--- src/rtl/uart_tx_fifo.sv ---
// Buffered async serial transmitter: FIFO feeding a start/data/parity/stop framer.
// Latency: a write into an empty idle FIFO is popped on the next edge, start bit follows that edge.
// Backpressure: none toward the writer; writes while full are dropped and flagged in sticky overflow.
//
// Ports:
//   clk, rst        system clock, synchronous active-high reset
//   wr_en, din      push din[DATA_BITS-1:0] when not full
//   tx_en           permits a new frame to start (a running frame always completes)
//   clr_ovf         clears the sticky overflow flag (a same-cycle set wins)
//   TxD             serial line, idles high
//   full, empty     registered FIFO flags
//   level           registered FIFO occupancy
//   busy            frame in progress or data queued
//   tx_done         one-cycle pulse on the last cycle of each frame
//   overflow        sticky, set by a write while full
module uart_tx_fifo #(
  parameter int CLKS_PER_BIT = 434,
  parameter int DATA_BITS    = 8,
  parameter int PARITY       = 0,
  parameter int STOP_BITS    = 1,
  parameter int DEPTH        = 16,
  parameter int ADDR_W       = 4
) (
  input  logic              clk,
  input  logic              rst,
  input  logic              wr_en,
  input  logic [7:0]        din,
  input  logic              tx_en,
  input  logic              clr_ovf,
  output logic              TxD,
  output logic              full,
  output logic              empty,
  output logic [ADDR_W:0]   level,
  output logic              busy,
  output logic              tx_done,
  output logic              overflow
);

  localparam int CW = (CLKS_PER_BIT > 1) ? $clog2(CLKS_PER_BIT) : 1;
  localparam logic [CW-1:0]   BCNT_LAST = CW'(CLKS_PER_BIT - 1);
  localparam logic [ADDR_W:0] LVL_FULL  = (ADDR_W + 1)'(DEPTH);
  localparam logic [ADDR_W:0] LVL_ONE   = (ADDR_W + 1)'(1);

  typedef enum logic [2:0] {IDLE, START, DATA, PAR, STOP} state_t;

  // ---------------------------------------------------------------- FIFO
  logic [DATA_BITS-1:0] mem [DEPTH];
  logic [ADDR_W-1:0]    wptr;
  logic [ADDR_W-1:0]    rptr;
  logic [ADDR_W:0]      level_nxt;
  logic [DATA_BITS-1:0] head;
  logic                 push;
  logic                 pop;

  // Upper din bits beyond DATA_BITS are deliberately discarded.
  logic unused_din;
  assign unused_din = ^din;

  // full is the registered flag, so a pop in the same cycle never frees room for a write.
  assign push = wr_en && !full;
  assign head = mem[rptr];

  always_comb begin
    level_nxt = level;
    if (push && !pop) begin
      level_nxt = level + LVL_ONE;
    end else if (!push && pop) begin
      level_nxt = level - LVL_ONE;
    end
  end

  always_ff @(posedge clk) begin
    if (push) begin
      mem[wptr] <= din[DATA_BITS-1:0];
    end
  end

  always_ff @(posedge clk) begin
    if (rst) begin
      wptr     <= '0;
      rptr     <= '0;
      level    <= '0;
      full     <= 1'b0;
      empty    <= 1'b1;
      overflow <= 1'b0;
    end else begin
      if (push) wptr <= wptr + ADDR_W'(1);
      if (pop)  rptr <= rptr + ADDR_W'(1);
      level <= level_nxt;
      full  <= (level_nxt == LVL_FULL);
      empty <= (level_nxt == '0);
      if (wr_en && full) begin
        overflow <= 1'b1;
      end else if (clr_ovf) begin
        overflow <= 1'b0;
      end
    end
  end

  // ---------------------------------------------------------------- framer
  state_t               state, state_d;
  logic [CW-1:0]        bcnt, bcnt_d;
  logic [2:0]           bidx, bidx_d;
  logic [DATA_BITS-1:0] shift, shift_d;
  logic                 par_bit, par_d;
  logic                 txd_d;
  logic                 period_end;
  logic                 start_ok;
  logic                 do_load;

  assign period_end = (bcnt == BCNT_LAST);
  assign start_ok   = !empty && tx_en;
  assign busy       = (state != IDLE) || !empty;

  always_comb begin
    state_d = state;
    bcnt_d  = bcnt;
    bidx_d  = bidx;
    shift_d = shift;
    par_d   = par_bit;
    txd_d   = TxD;
    do_load = 1'b0;
    pop     = 1'b0;
    tx_done = 1'b0;

    if (state == IDLE) begin
      bcnt_d = '0;
    end else begin
      bcnt_d = period_end ? '0 : bcnt + CW'(1);
    end

    case (state)
      IDLE: begin
        if (start_ok) do_load = 1'b1;
      end
      START: begin
        if (period_end) begin
          state_d = DATA;
          txd_d   = shift[0];
        end
      end
      DATA: begin
        if (period_end) begin
          shift_d = shift >> 1;
          if (bidx == 3'(DATA_BITS - 1)) begin
            bidx_d = '0;
            if (PARITY != 0) begin
              state_d = PAR;
              txd_d   = par_bit;
            end else begin
              state_d = STOP;
              txd_d   = 1'b1;
            end
          end else begin
            bidx_d = bidx + 3'd1;
            txd_d  = shift[1];
          end
        end
      end
      PAR: begin
        if (period_end) begin
          state_d = STOP;
          txd_d   = 1'b1;
        end
      end
      STOP: begin
        if (period_end) begin
          if (bidx == 3'(STOP_BITS - 1)) begin
            tx_done = 1'b1;
            bidx_d  = '0;
            // Chain straight into the next start bit so frames leave back-to-back.
            if (start_ok) begin
              do_load = 1'b1;
            end else begin
              state_d = IDLE;
              txd_d   = 1'b1;
            end
          end else begin
            bidx_d = bidx + 3'd1;
          end
        end
      end
      default: begin
        state_d = IDLE;
        txd_d   = 1'b1;
      end
    endcase

    // Parity is captured at load time because the shift register is consumed while sending.
    if (do_load) begin
      pop     = 1'b1;
      shift_d = head;
      par_d   = (PARITY == 1) ? ~(^head) : ^head;
      state_d = START;
      bcnt_d  = '0;
      bidx_d  = '0;
      txd_d   = 1'b0;
    end
  end

  always_ff @(posedge clk) begin
    if (rst) begin
      state   <= IDLE;
      bcnt    <= '0;
      bidx    <= '0;
      shift   <= '0;
      par_bit <= 1'b0;
      TxD     <= 1'b1;
    end else begin
      state   <= state_d;
      bcnt    <= bcnt_d;
      bidx    <= bidx_d;
      shift   <= shift_d;
      par_bit <= par_d;
      TxD     <= txd_d;
    end
  end

endmodule
--- config.mk ---
export PLATFORM = sky130hd
export DESIGN_NAME = uart_tx_fifo
export DESIGN_NICKNAME = d
export VERILOG_FILES = /design/src/rtl/uart_tx_fifo.sv
export SDC_FILE = /design/constraint.sdc
export NUM_CORES = 1
export LEC_CHECK = 0
export CORE_ASPECT_RATIO = 0.7
export CORE_UTILIZATION = 35
export DETAILED_ROUTE_END_ITERATION = 10
export PLACE_DENSITY_LB_ADDON = 0.2
export SLEW_MARGIN = 20
export SYNTH_ARGS = -nofsm -noshare
export SYNTH_HDL_FRONTEND = slang
export SYNTH_SLANG_ARGS = --single-unit
--- constraint.sdc ---
create_clock -name clk -period 3.6 [get_ports clk]
set_input_delay 0.72 -clock clk [delete_from_list [all_inputs] [get_ports clk]]
set_output_delay 0.72 -clock clk [all_outputs]
set_load 0.005 [all_outputs]
==> summary.txt, run 1 <==
Run status
  – Outcome: completed

Cells and area
  – Design Area, Final: between 0.008 and 0.009 mm2
  – # fillers: roughly 1800
  – Final nets: roughly 540
  – Syn-to-layout area delta: 16.6%
  – Share of layout cells above drive strength 1: roughly a fifth
  – Register area: roughly 0.0047 mm2
  – N_diodes: 0
  – Multi-input gate area: between 0.002 and 0.0025 mm2

Clock tree
  – Skew-Pair Late Insertion Delay: approximately 430 ps
  – Reg clk slew, reported paths: approximately 70 ps
  – CTS Hold Bufs: 0
  – Longest Clk Path Bufs: 2
  – TritonCTS clock tree: yes
  – Clk root buf: clkbuf_16
  – H-tree depth: 4
  – Clk sink count: 172
  – Total CTS buffers: 17
  – Post-CTS Setup Repair Bufs: 0
  – Post-cts resize count: 0

Setup path
  – Reg2Reg Depth: 5
  – Crit path depth: 5
  – CP max-delay cell: clkdlybuf4s50_1
  – CP peak stage delay: about 510 ps
  – Critical path peak fanout: 5
  – CP Launch Type: register
  – Crit end category: output port
  – Critical Path AT: between 2000 and 2500 ps
  – Worst path cell trace: ha_1 > and4b_1 > nand2_1 > nor2_1 > clkdlybuf4s50_1
  – Crit-path leading delay family: simple AND/OR/NAND/NOR gates
  – Setup CP Type: register to output port
  – Buf/Inv on CP: 1
  – Required @ worst endpoint: about 2900 ps

Logic synthesis
  – Post-synth top flop: edfxtp_1
  – Syn nets: 501
  – Cell count after synthesis: around 480
  – Number of flops mapped to enable cells by yosys: roughly 130
  – YS warnings: 0
  – Mean Syn Cell Area: 15.1 um2
  – Seq cells post-synth: approximately 170
  – Yosys cell types: 57
  – Post-Syn Area: 0.00720 mm2
  – Seq/Total Area, Yosys: approximately two thirds
  – FFs w/ async S/R, synth: 0%

STA
  – Unrepaired setup endpoints after global routing: no
  – Setup-failing EPs final: 0
  – Fmax: 338 MHz
  – Crit share post-route: 82.2%
  – Worst slew pin tran: around 770 ps
  – Final setup TNS: 0 ps
  – Rel. slew slack: approximately 49%
  – Tmin final: 2960 ps
  – Fin Clk Skew: ~13 ps
  – Endpoints failing hold: 0
  – Pins Over Slew Limit: 0

Global route
  – Most Crowded Layer GR: met1
  – Number of global-route vias before repair: slightly above 4000
  – GR Layer Usage met2: 22.1%
  – Met1 Track Usage GR: roughly 23%
  – Largest net degree at the start of global routing: 34
  – GRT Residual Overflow: 0
  – Met3 GRT Util: 2.97%
  – First-pass GRT wire length: roughly 24 mm
  – Total GRT Usage: between 10% and 20%
  – Initial antenna violation count: 0

Floorplanning
  – Die height: between 100 and 150 um
  – Initial Util: between 30% and 40%
  – Standard-cell row count: 43
  – Die ar.: 0.0212 mm2
  – Die Width: between 150 and 200 um
  – I/O pins: 24
  – Core Area: between 0.015 and 0.02 mm2

Detailed routing
  – First drt pass iteration count: 5
  – Final Routed Wirelength: 14.9 mm
  – # DRC: 0
  – Via count: 4069
  – DR WL/cell: roughly 19 um
  – Drt initial violations: around 400
  – Detail Route Antenna Nets: 0
  – Avg Vias per Cell: approximately 5

Pwr
  – Total power draw: 4.66 mW
  – PwrDens: around 560 mW/mm2
  – P_leak: between 2 and 3 nW
  – Max VDD drop: 0.000325 V

Min path
  – Hold path cells: 2
  – Worst Hold Class: register to register

Place
  – Post-DP HPWL: approximately 10 mm
  – GPL Wtd Cong: about 0.8
  – DP Area: 0.00782 mm2
  – I/O Buffers: 23

Run
  – Max cap viols: 0
layout make-up:
class	instances	share of cell area, %
clock buffers	18	5.11
inverters	13	0.581
repair buffers	43	4.53
flip-flops and latches	172	56.3
well taps	270	4.02
clock inverters	14	1.77
multi-input cells	267	27.7
cell families after synthesis:
family | Yosys count | synth area share, %
buf+inv | 37 | 2.12
flops | 172 | 65.6
fa+ha+maj | 12 | 2.08
compound gates | 57 | 5.87
xor+xnor | 15 | 1.82
mux | 42 | 12.6
simple gates | 141 | 9.90
layer usage:
metal / wire, um / vias to the layer above / share of wire (%)
met5: 0 / - / 0
met2: 6500 / 99 / 44
met4: 147 / 0 / 0.99
met3: 736 / 11 / 4.9
li1: - / 1914 / -
met1: 7530 / 2045 / 51
registers in the layout, summed over array words and instances, names as in the netlist, named ones only:
signal / cells
mem: 128
bcnt: 9
shift: 8
level: 5
rptr: 4
wptr: 4
bidx: 3
state: 3
TxD: 1
empty: 1
full: 1
overflow: 1
Yosys cell counts, types with 3 or more instances:
| master | n | share of area, % |
|---|---|---|
| nand2_1 | 28 | 1.5 |
| a21oi_1 | 18 | 1.3 |
| and4_1 | 3 | 0.36 |
| nand3_1 | 9 | 0.63 |
| clkbuf_1 | 12 | 0.63 |
| a31oi_1 | 3 | 0.26 |
| xor2_1 | 5 | 0.61 |
| o21ai_0 | 3 | 0.21 |
| nand4_1 | 5 | 0.43 |
| ha_1 | 12 | 2.1 |
| o211ai_1 | 3 | 0.31 |
| a211oi_1 | 10 | 1.0 |
| nor3_1 | 16 | 1.1 |
| mux4_2 | 39 | 12 |
| xnor2_1 | 10 | 1.2 |
| nor2b_1 | 3 | 0.26 |
| nor2_1 | 53 | 2.8 |
| buf_1 | 3 | 0.16 |
| nand2b_1 | 8 | 0.69 |
| edfxtp_1 | 128 | 53 |
| buf_2 | 8 | 0.56 |
| dfxtp_1 | 44 | 12 |
| inv_1 | 13 | 0.68 |
final timing paths:
check        startpoint        to  slack (ps)
min            shift[7]  shift[7]         460
max             bcnt[0]   tx_done         640
max reg2reg    register  shift[2]        1270
min reg2reg    shift[7]  shift[7]         460
metrics by stage:
stage / instances / hold slack (ps) / setup slack (ps) / utilization (%)
floorplan: 476 / 437 / 1130 / -
global placement: 765 / 449 / 722 / 39.2
global route: 797 / 510 / 493 / 42.1
CTS: 797 / 466 / 637 / 42.1
detailed placement: 765 / 456 / 681 / 39.2
finish: 797 / 463 / 642 / 42.1
layout by cell type, fill, tap and decap left out, types with 3 or more instances in the layout:
cell / instances
xnor2_1: 10
nand2_1: 28
dfxtp_1: 43
o211ai_1: 3
a21oi_1: 18
clkdlybuf4s50_1: 23
nor2b_1: 3
nand3_1: 9
nor2_1: 53
edfxtp_1: 128
ha_1: 12
inv_6: 4
o21ai_0: 3
xor2_1: 5
and4_1: 3
inv_1: 13
nand2b_1: 8
mux4_2: 39
a31oi_1: 3
nor3_1: 16
clkinv_8: 3
a211oi_1: 10
inv_8: 4
buf_4: 20
clkbuf_16: 17
nand4_1: 5
where the power goes:
group | internal (mW) | switching, mW
sequential | 2.20 | 0.0576
clock | 0.926 | 0.845
combinational | 0.300 | 0.334
worst register-to-register path, cell delays in order (launching register included):
cell and delay (ps):
dfxtp_2 310, buf_4 530, mux4_2 680, mux4_2 520
nand2_1 100, a211oi_1 80
(Power assumes the default switching activity.)
==> run 2: changes to the inputs <==
==> constraint.sdc (replaced) <==
create_clock -name clk -period 2.6 [get_ports clk]
set_input_delay 0.52 -clock clk [delete_from_list [all_inputs] [get_ports clk]]
set_output_delay 0.52 -clock clk [all_outputs]
set_load 0.005 [all_outputs]
==> summary.txt, run 2 (synthesis results as in run 1) <==
Clock tree
  – H-tree depth: 4 (unchanged)
  – Skew-Pair Late Insertion Delay: 430 ps (about the same)
  – TritonCTS clock tree: yes
  – Clk root buf: clkbuf_16
  – CTS Hold Bufs: 0 (unchanged)
  – Total CTS buffers: 17 (unchanged)
  – Longest Clk Path Bufs: 2 (unchanged)
  – Reg clk slew, reported paths: 70 ps (about the same)
  – Clk sink count: 172 (unchanged)

Pwr
  – Switching share of power: 27.1% (+0.57 points)
  – Logic pwr share: 14.1% (+0.5 points)
  – Flop pwr share: 47.5% (-0.9 points)
  – Internal power: 4.80 mW (+40%)
  – Switching pwr: 1.78 mW (+44%)
  – Max VDD drop: 0.000439 V (+35%)
  – Clock share of power: 38.3% (+0.3 points)
  – PwrDens: 771 mW/mm2 (+39%)
  – P_leak: 2.72 nW (+2.3%)

Setup path
  – Crit-path leading delay family: buffers and inverters
  – CP peak stage delay: 510 ps (about the same)
  – Worst path cell trace: inv_1 > ha_1 > nor4b_4 > nand2_1 > nor2_1 > clkdlybuf4s50_1
  – Buf/Inv on CP: 2 (+1)
  – CP Launch Type: register
  – Setup CP Type: register to output port
  – Crit end category: output port
  – CP max-delay cell: clkdlybuf4s50_1
  – Required @ worst endpoint: 2080 ps (-800 ps)
  – Critical Path AT: 1930 ps (-310 ps)
  – Critical path peak fanout: 4 (-1)

Place
  – Dpl ws: 67.6 ps (-613 ps)
  – Post-DP HPWL: 10.2 mm (+3.7%)
  – GPL Wtd Cong: 0.782 (-2.3%)
  – I/O Buffers: 23 (unchanged)

Cells and area
  – Max reg flops: 128 (unchanged)
  – Syn-to-layout area delta: 18.4%
  – N_diodes: 0 (unchanged)
  – Final nets: 548 (+1.7%)
  – Share of layout cells above drive strength 1: 21.6% (+2.7 points)
  – Commonest non-fill, non-tap cell in the layout: edfxtp_1
  – Largest registers: mem (128), bcnt (9), shift (8)
  – Commonest non-fill, non-tap cells in the layout: edfxtp_1 (128), nor2_1 (53), dfxtp_1 (41)
  – Largest register by flop count: mem

Global route
  – Total GRT Usage: 15.3% (-0.069 points)
  – First-pass GRT wire length: 23.9 mm (+1.7%)
  – Largest net degree at the start of global routing: 33 (-2.9%)
  – Number of global-route vias before repair: 4202 (+4.2%)
  – Initial antenna violation count: 0 (unchanged)
  – GRT Residual Overflow: 0 (unchanged)

Run status
  – Outcome: completed

Detailed routing
  – Drt initial violations: 319 (-21%)
  – DR WL/cell: 18.6 um (-0.39%)
  – Avg Vias per Cell: 5.15 (+0.83%)
  – Detail Route Antenna Nets: 0 (unchanged)
  – # DRC: 0 (unchanged)
  – First drt pass iteration count: 5 (unchanged)
  – Final Routed Wirelength: 15.0 mm (+0.73%)
  – Via count: 4149 (+2.0%)

STA
  – Final setup TNS: 0 ps (unchanged)
  – Pins Over Slew Limit: 0 (unchanged)
  – Endpoints failing hold: 0 (unchanged)
  – Fin Clk Skew: 16.6 ps (+3.57 ps)
  – Setup-failing EPs final: 0 (unchanged)
  – Rel. slew slack: 60.7% (+12 points)
  – Crit share post-route: 94.3%
  – Final worst slack: 148 ps (-494 ps)
  – Fmax: between 400 and 500 MHz
  – Tmin final: ~2500 ps
  – Unrepaired setup endpoints after global routing: no
  – Worst slew pin tran: 588 ps (-180 ps)

Min path
  – Worst Hold Class: register to register

Floorplanning
  – I/O pins: 24 (unchanged)
  – Core Area: 0.0200 mm2 (unchanged)
  – Die ar.: 0.0212 mm2 (unchanged)
  – Die Width: 173 um (unchanged)
  – Die height: 122 um (unchanged)
  – Initial Util: 36.1% (unchanged)
  – Standard-cell row count: 43 (unchanged)

Run
  – Max cap viols: 0 (unchanged)
[run 2: cell types whose count changed in the layout (fill, tap and decap cells not counted), sizes merged]
| cell | previous run | this run |
|---|---|---|
| clkbuf | 18 | 17 |
| clkinv | 5 | 6 |
| buf | 20 | 29 |
[run 2: final cells by class]
cell class,instances,area (um2)
Multi-Input combinational cell,267,2330
Sequential cell,172,4730
Clock inverter,15,185
Timing Repair Buffer,52,473
Clock buffer,17,425
Inverter,13,48.8
Tap cell,270,338
Fill cell,1765,11400
[run 2: timing repair]
action	in CTS	in global routing
endpoints found under the setup margin	1	1
setup buffers	2	0
pin swaps	1	0
resized for setup	2	4
cloned	0	0
[run 2: worst paths after layout]
check	end	depth (start not counted)	slack, ps	startpoint
worst min-delay path	shift[7]	2	460	shift[7]
worst min register to register	shift[7]	2	460	shift[7]
worst max register to register	full	8	390	bidx[0]
worst max-delay path	tx_done	6	150	bidx[0]
[run 2: worst register-to-register path, stage by stage (launching register included)]
cell	delay, ps
dfxtp_1	340
inv_1	60
ha_1	160
nor4b_4	220
buf_4	180
nand4_4	230
a221oi_2	530
a221oi_1	160
and4bb_1	280
[run 2: power by group through the flow]
stage	Clock [mW]	Sequential [mW]	Combinational, mW
after detailed placement	0	3.19	0.928
after global routing	2.70	3.14	1.01
after CTS	2.59	3.13	0.935
final	2.52	3.13	0.931
after global placement	0	3.18	0.915
after floorplan	0	3.16	0.617
[run 2: per-stage QoR]
stage,area (um2),cells,utilization [%],total power [mW],hold slack (ps)
after global placement,7900,772,39.6,4.10,448
after detailed placement,7900,772,39.6,4.12,453
final,8530,806,42.8,6.58,459
after global routing,8530,806,42.8,6.86,472
after CTS,8520,806,42.7,6.65,462
after floorplan,7200,476,-,3.78,437
[run 2: metal layers]
| metal | global-route usage (%) | share of wire, % | vias to the layer above |
|---|---|---|---|
| li1 | - | - | 1941 |
| met1 | 21.9 | 49 | 2075 |
| met2 | 22.8 | 45 | 115 |
| met3 | 4.06 | 5.2 | 18 |
| met4 | 4.15 | 1.0 | 0 |
| met5 | 0 | 0 | - |
